[config.mk]
export PLATFORM = sky130hd
export DESIGN_NAME = rr_mux_arbiter
export DESIGN_NICKNAME = d
export VERILOG_FILES = /design/src/rtl/rr_arb_pkg.sv /design/src/rtl/mux4_1.sv /design/src/rtl/rr_pick4.sv /design/src/rtl/rr_mux_arbiter.sv
export SDC_FILE = /design/constraint.sdc
export NUM_CORES = 1
export LEC_CHECK = 0
export ABC_CLOCK_PERIOD_IN_PS = 2300
export BUFFER_PORTS_ARGS = -buffer_cell sky130_fd_sc_hd__buf_4
export CAP_MARGIN = 20
export CORE_UTILIZATION = 37
export DETAILED_ROUTE_END_ITERATION = 10
export HOLD_SLACK_MARGIN = 0.05
export MAX_ROUTING_LAYER = met4
export PLACE_DENSITY_LB_ADDON = 0.08
export SYNTH_ARGS = -nofsm -noshare
export SYNTH_HDL_FRONTEND = slang
export SYNTH_SLANG_ARGS = --single-unit
[constraint.sdc]
create_clock -name clk_i -period 2.3 [get_ports clk_i]
set_input_delay 0.23 -clock clk_i [delete_from_list [all_inputs] [get_ports clk_i]]
set_output_delay 0.23 -clock clk_i [all_outputs]
set_load 0.02 [all_outputs]
[src/rtl/rr_arb_pkg.sv]
// Shared constants and helpers for the round-robin mux arbiter.
// Holds the state encoding, the requester count and a ceil-log2 helper.
package rr_arb_pkg;

    localparam logic ST_IDLE = 1'b0;
    localparam logic ST_BUSY = 1'b1;

    localparam int N_REQ = 4;

    // Ceil-log2, usable in constant expressions; returns 0 for 1.
    function automatic int clog2(input int value);
        int result;
        result = 0;
        for (int v = value - 1; v > 0; v = v >> 1) begin
            result = result + 1;
        end
        return result;
    endfunction

endpackage

[src/rtl/mux4_1.sv]
// Plain 4:1 word multiplexer over a flattened input bus.
module Mux4_1 #(
    parameter int NB_DATA = 32
) (
    input  logic [4*NB_DATA-1:0] words,
    input  logic [1:0]           sel,
    output logic [NB_DATA-1:0]   word
);

    assign word = words[sel*NB_DATA +: NB_DATA];

endmodule

[src/rtl/rr_pick4.sv]
// Round-robin pick for four requesters: first set request after ptr, wrapping.
// The last-granted requester is scanned last, so it only wins when alone.
module rr_pick4 #(
    parameter int NB_SEL = 2
) (
    input  logic [3:0]        req,
    input  logic [NB_SEL-1:0] ptr,
    output logic [NB_SEL-1:0] idx,
    output logic              any
);

    logic [NB_SEL-1:0] cand;
    logic              found;

    always_comb begin
        idx   = ptr;
        found = 1'b0;
        cand  = ptr;
        for (int i = 1; i <= 4; i++) begin
            cand = ptr + NB_SEL'(i);
            if (!found && req[cand]) begin
                idx   = cand;
                found = 1'b1;
            end
        end
        any = |req;
    end

endmodule

[src/rtl/rr_mux_arbiter.sv]
// Round-robin arbiter with bounded bursts sharing one datapath among four
// requesters; the winning word is registered behind a valid/ready output stage.
module rr_mux_arbiter
    import rr_arb_pkg::*;
#(
    parameter int NB_DATA   = 32,
    parameter int NB_SEL    = 2,
    parameter int MAX_BURST = 4
) (
    input  logic                     clk_i,
    input  logic                     reset_i,
    input  logic [N_REQ-1:0]         req_i,
    input  logic [N_REQ*NB_DATA-1:0] data_i,
    output logic [N_REQ-1:0]         ack_o,
    output logic [NB_DATA-1:0]       data_o,
    output logic                     valid_o,
    output logic [NB_SEL-1:0]        sel_o,
    input  logic                     ready_i
);

    localparam int                BEAT_W   = clog2(MAX_BURST + 1);
    localparam logic [BEAT_W-1:0] BEAT_MAX = BEAT_W'(MAX_BURST);

    logic               state;
    logic [NB_SEL-1:0]  ptr;
    logic [BEAT_W-1:0]  beat_cnt;
    logic [NB_SEL-1:0]  pick_idx;
    logic               pick_any;
    logic [NB_SEL-1:0]  mux_sel;
    logic [NB_DATA-1:0] mux_word;
    logic               xfer;
    logic               cont;
    logic               load;

    rr_pick4 #(.NB_SEL(NB_SEL)) u_pick (
        .req (req_i),
        .ptr (ptr),
        .idx (pick_idx),
        .any (pick_any)
    );

    Mux4_1 #(.NB_DATA(NB_DATA)) u_mux (
        .words (data_i),
        .sel   (mux_sel),
        .word  (mux_word)
    );

    assign valid_o = (state == ST_BUSY);
    assign xfer    = valid_o & ready_i;

    // Burst continuation takes precedence over re-arbitration on a transfer.
    assign cont    = (state == ST_BUSY) && req_i[sel_o] && (beat_cnt < BEAT_MAX);
    assign load    = (state == ST_IDLE) ? pick_any : (xfer && (cont || pick_any));
    assign mux_sel = cont ? sel_o : pick_idx;
    assign ack_o   = load ? (N_REQ'(1) << mux_sel) : '0;

    always_ff @(posedge clk_i or posedge reset_i) begin
        if (reset_i) begin
            state    <= ST_IDLE;
            data_o   <= '0;
            sel_o    <= '0;
            ptr      <= NB_SEL'(N_REQ - 1);
            beat_cnt <= '0;
        end else if (load) begin
            state    <= ST_BUSY;
            data_o   <= mux_word;
            sel_o    <= mux_sel;
            ptr      <= mux_sel;
            beat_cnt <= cont ? beat_cnt + BEAT_W'(1) : BEAT_W'(1);
        end else if (xfer) begin
            state    <= ST_IDLE;
        end
    end

endmodule

==> results_dict.tcl <==
set metrics [dict create \
    start_kind "flop" \
    p_switching_mw 2.45 \
    met2_usage 0.397 \
    cap_viol_max_count 0 \
    io_pins 174 \
    r2r_slack_ns 0.04 \
    cts_max_path_buffers 2 \
    io_buffers 173 \
    nNetsFinal 558 \
    drt_first_iter_violations 114 \
    post_drt_via_cell_ratio 5.21 \
    path_clk_slew_ns 0.09 \
    grt_overflow_total 0 \
    seq_power_share 0.213 \
    synth-seq-cells 40 \
    post-route-drc-count 0 \
    required_ns 2.07 \
    antenna_found_initial 0 \
    clock-sinks 40 \
    min_period_ns 2.30 \
    final_max_slew_viol_count 0 \
    preCtsSetupSlack_ns 0.0356 \
    dieWidth_um 83.1 \
    fmax_ghz 0.436 \
    die_h_um 83.1 \
    antenna_left 0 \
    worst-path-max-fanout 5 \
    num_vias 2606 \
    synth_area_per_cell_sq_um 10.3 \
    drt-total-wl_um 7840 \
    p_leak_nw 2.17 \
    cp.buffers_inverters 3 \
    placedCellCount 482 \
    powerDensity_nw_per_um2 1410 \
    wl_per_cell_um 15.7 \
    grtUsageTotal 0.226 \
    clk_latency_ns 0.29 \
    postCtsHoldBufs 0 \
    p_comb_frac 0.692 \
    rr_startpoint "sel_o[0]" \
    setup_violations 0 \
    numCtsBuffers 5 \
    synth_edf_count 0 \
    rsz0062_at_grt "yes" \
    std_cell_rows 29 \
    htreeDepth 2 \
    ys_seq_area_frac 0.412 \
    final_core_util 0.669 \
    maxSlewHeadroom 0.657 \
    grt_pass1_vias 2597 \
    syn_area_sq_um 2440 \
    hold_class "in -> async" \
    grt_max_degree 41 \
    top_usage_layer "met2" \
    drive_gt1_frac 0.527 \
    gp_congestion 0.763 \
    cts_tree "yes" \
    postSynthCellCount 236 \
    yosysWarnings 0 \
    area.growth.synth_to_final_pct 74.3 \
    cp-end-kind "primary output" \
    synth_top_flop_cell "dfrtp_1" \
    core_area_sq_um 6350 \
    regArea_sq_um 1000 \
    fillers 523 \
    initial_core_util 0.384 \
    slowest_stage "dfrtp_1" \
    grtUsageMet3 0.0487 \
    worstPathArrival_ns 2.07 \
    tightest_slew_ns 0.515 \
    met1_usage 0.266 \
    swShare 0.410 \
    ctsRootBufferMaster "clkbuf_8" \
    ys_types 32 \
    total_power_mw 5.97 \
    async_reset_ff_frac 1.00 \
    peakVddDrop_mv 0.919 \
    multi_input_area_sq_um 1430 \
    cp_slowest_stage_delay_ns 0.41 \
    p_clk_frac 0.096 \
    r2r_cells 8 \
    dieArea_sq_um 6910 \
    status "completed" \
    synth_nets 372 \
    instances_no_fill 500 \
    p_int_mw 3.52 \
    setup_ws_ns 0.00426 \
    skew_ns 0.0137 \
    reg2reg_to "data_o[23]" \
    finalCritPeriodShare 0.998 \
    dp_hpwl_um 5700 \
    path_delay_family "multiplexers" \
    grt_first_pass_wirelength_um 12300 \
    crit_chain "mux2i_1 -> nor4b_2 -> o21bai_4 -> mux2i_4 -> buf_12 -> inv_6 -> nor2_4 -> buf_6" \
    dr.pass1.iters 6 \
    setup_tns_ns 0 \
    final-hold-violation-count 0 \
    criticalPathCategory "reg -> out" \
    diodes 0 \
]
==> cell usage in the layout, fill, tap and decap left out, types with 2 or more instances in the layout <==
| cell type | n |
|---|---|
| buf_4 | 185 |
| mux2i_1 | 61 |
| dfrtp_1 | 38 |
| nand2_1 | 37 |
| o221ai_1 | 31 |
| nor2_1 | 9 |
| clkbuf_8 | 5 |
| mux2i_2 | 4 |
| buf_6 | 4 |
| nor2b_1 | 3 |
| inv_1 | 3 |
| o21ai_0 | 3 |
| mux2i_4 | 2 |
| a21oi_1 | 2 |
| o21a_1 | 2 |
| nand3_1 | 2 |
| nor2_4 | 2 |
| buf_16 | 2 |
| buf_12 | 2 |
| buf_8 | 2 |
| dfstp_2 | 2 |
==> what timing repair did <==
item,in CTS,in global routing
resized for setup,2,25
gates cloned,1,1
setup endpoints to repair,4,32
setup buffers,4,4
pin swaps,0,3
==> cells by family after synthesis <==
family / after synthesis / share of synthesized area
AOI/OAI and AO/OA: 45 / 0.153
adders and majority gates: 1 / 0.00514
buffers and inverters: 21 / 0.0406
DFF: 40 / 0.412
muxes: 68 / 0.280
and+or+nand+nor: 61 / 0.110
==> power by group through the flow <==
stage	Combinational, mW	Sequential (mW)	Clock, mW
floorplan	1.89	1.62	0
global placement	3.44	1.27	0
detailed placement	3.49	1.28	0
CTS	3.75	1.27	0.578
global route	4.38	1.31	0.611
finish	4.13	1.27	0.570
==> synth_stat cells, drive strengths merged, types with 3 or more instances <==
cell type / count / area [sq um]
inv: 4 / 15.0
nor2: 11 / 41.3
mux2i: 67 / 671
nor2b: 3 / 18.8
buf: 7 / 46.3
nand2: 38 / 143
clkbuf: 10 / 37.5
o221ai: 32 / 280
o21ai: 4 / 20.0
dfrtp: 38 / 951
==> stage by stage <==
step	cell area, sq um	hold WS, ns
2_1_floorplan	2440	0.347
3_3_place_gp	3900	0.402
3_5_place_dp	3900	0.398
4_1_cts	4080	0.0875
5_1_grt	4250	0.0971
6_report	4250	0.0588
==> sequential cells by signal (all words and copies together), names as in the netlist <==
signal	flops
sel_o	2
valid_o	1
beat_cnt	3
ptr	2
data_o	32
==> metal layers <==
layer  wire length [um]  up-vias  share of wire
met4                 72        0         0.0092
met5                  0        -              0
met1               3220     1234           0.41
met3                462        6          0.059
met2               4090      104           0.52
li1                   -     1262              -
==> final cells by class <==
| type | instances | share of cell area |
|---|---|---|
| repair buffers | 196 | 0.373 |
| multi-input cells | 175 | 0.337 |
| flip-flops and latches | 40 | 0.236 |
| well taps | 77 | 0.0227 |
| clock buffers | 5 | 0.0162 |
| clock inverters | 3 | 0.0100 |
| inverters | 4 | 0.00471 |
==> worst min-delay path, stage by stage <==
cell	delay [ns]
buf_4	0.11
inv_1	0.04
buf_4	0.43
==> worst max path at each step <==
| stage | slack, ns | cells after the start | from | endpoint |
|---|---|---|---|---|
| 2_1_floorplan | -0.009 | 8 | sel_o[0] | ack_o[2] |
| 3_3_place_gp | 0.13 | 8 | sel_o[0] | ack_o[2] |
| 3_5_place_dp | 0.04 | 7 | sel_o[0] | data_o[31] |
| 4_1_cts | 0.02 | 8 | sel_o[0] | data_o[2] |
| 5_1_grt | -0.09 | 8 | sel_o[0] | ack_o[2] |
| 6_report | 0.004 | 8 | sel_o[0] | ack_o[2] |
Note: power is estimated with default switching activity, not from simulation.
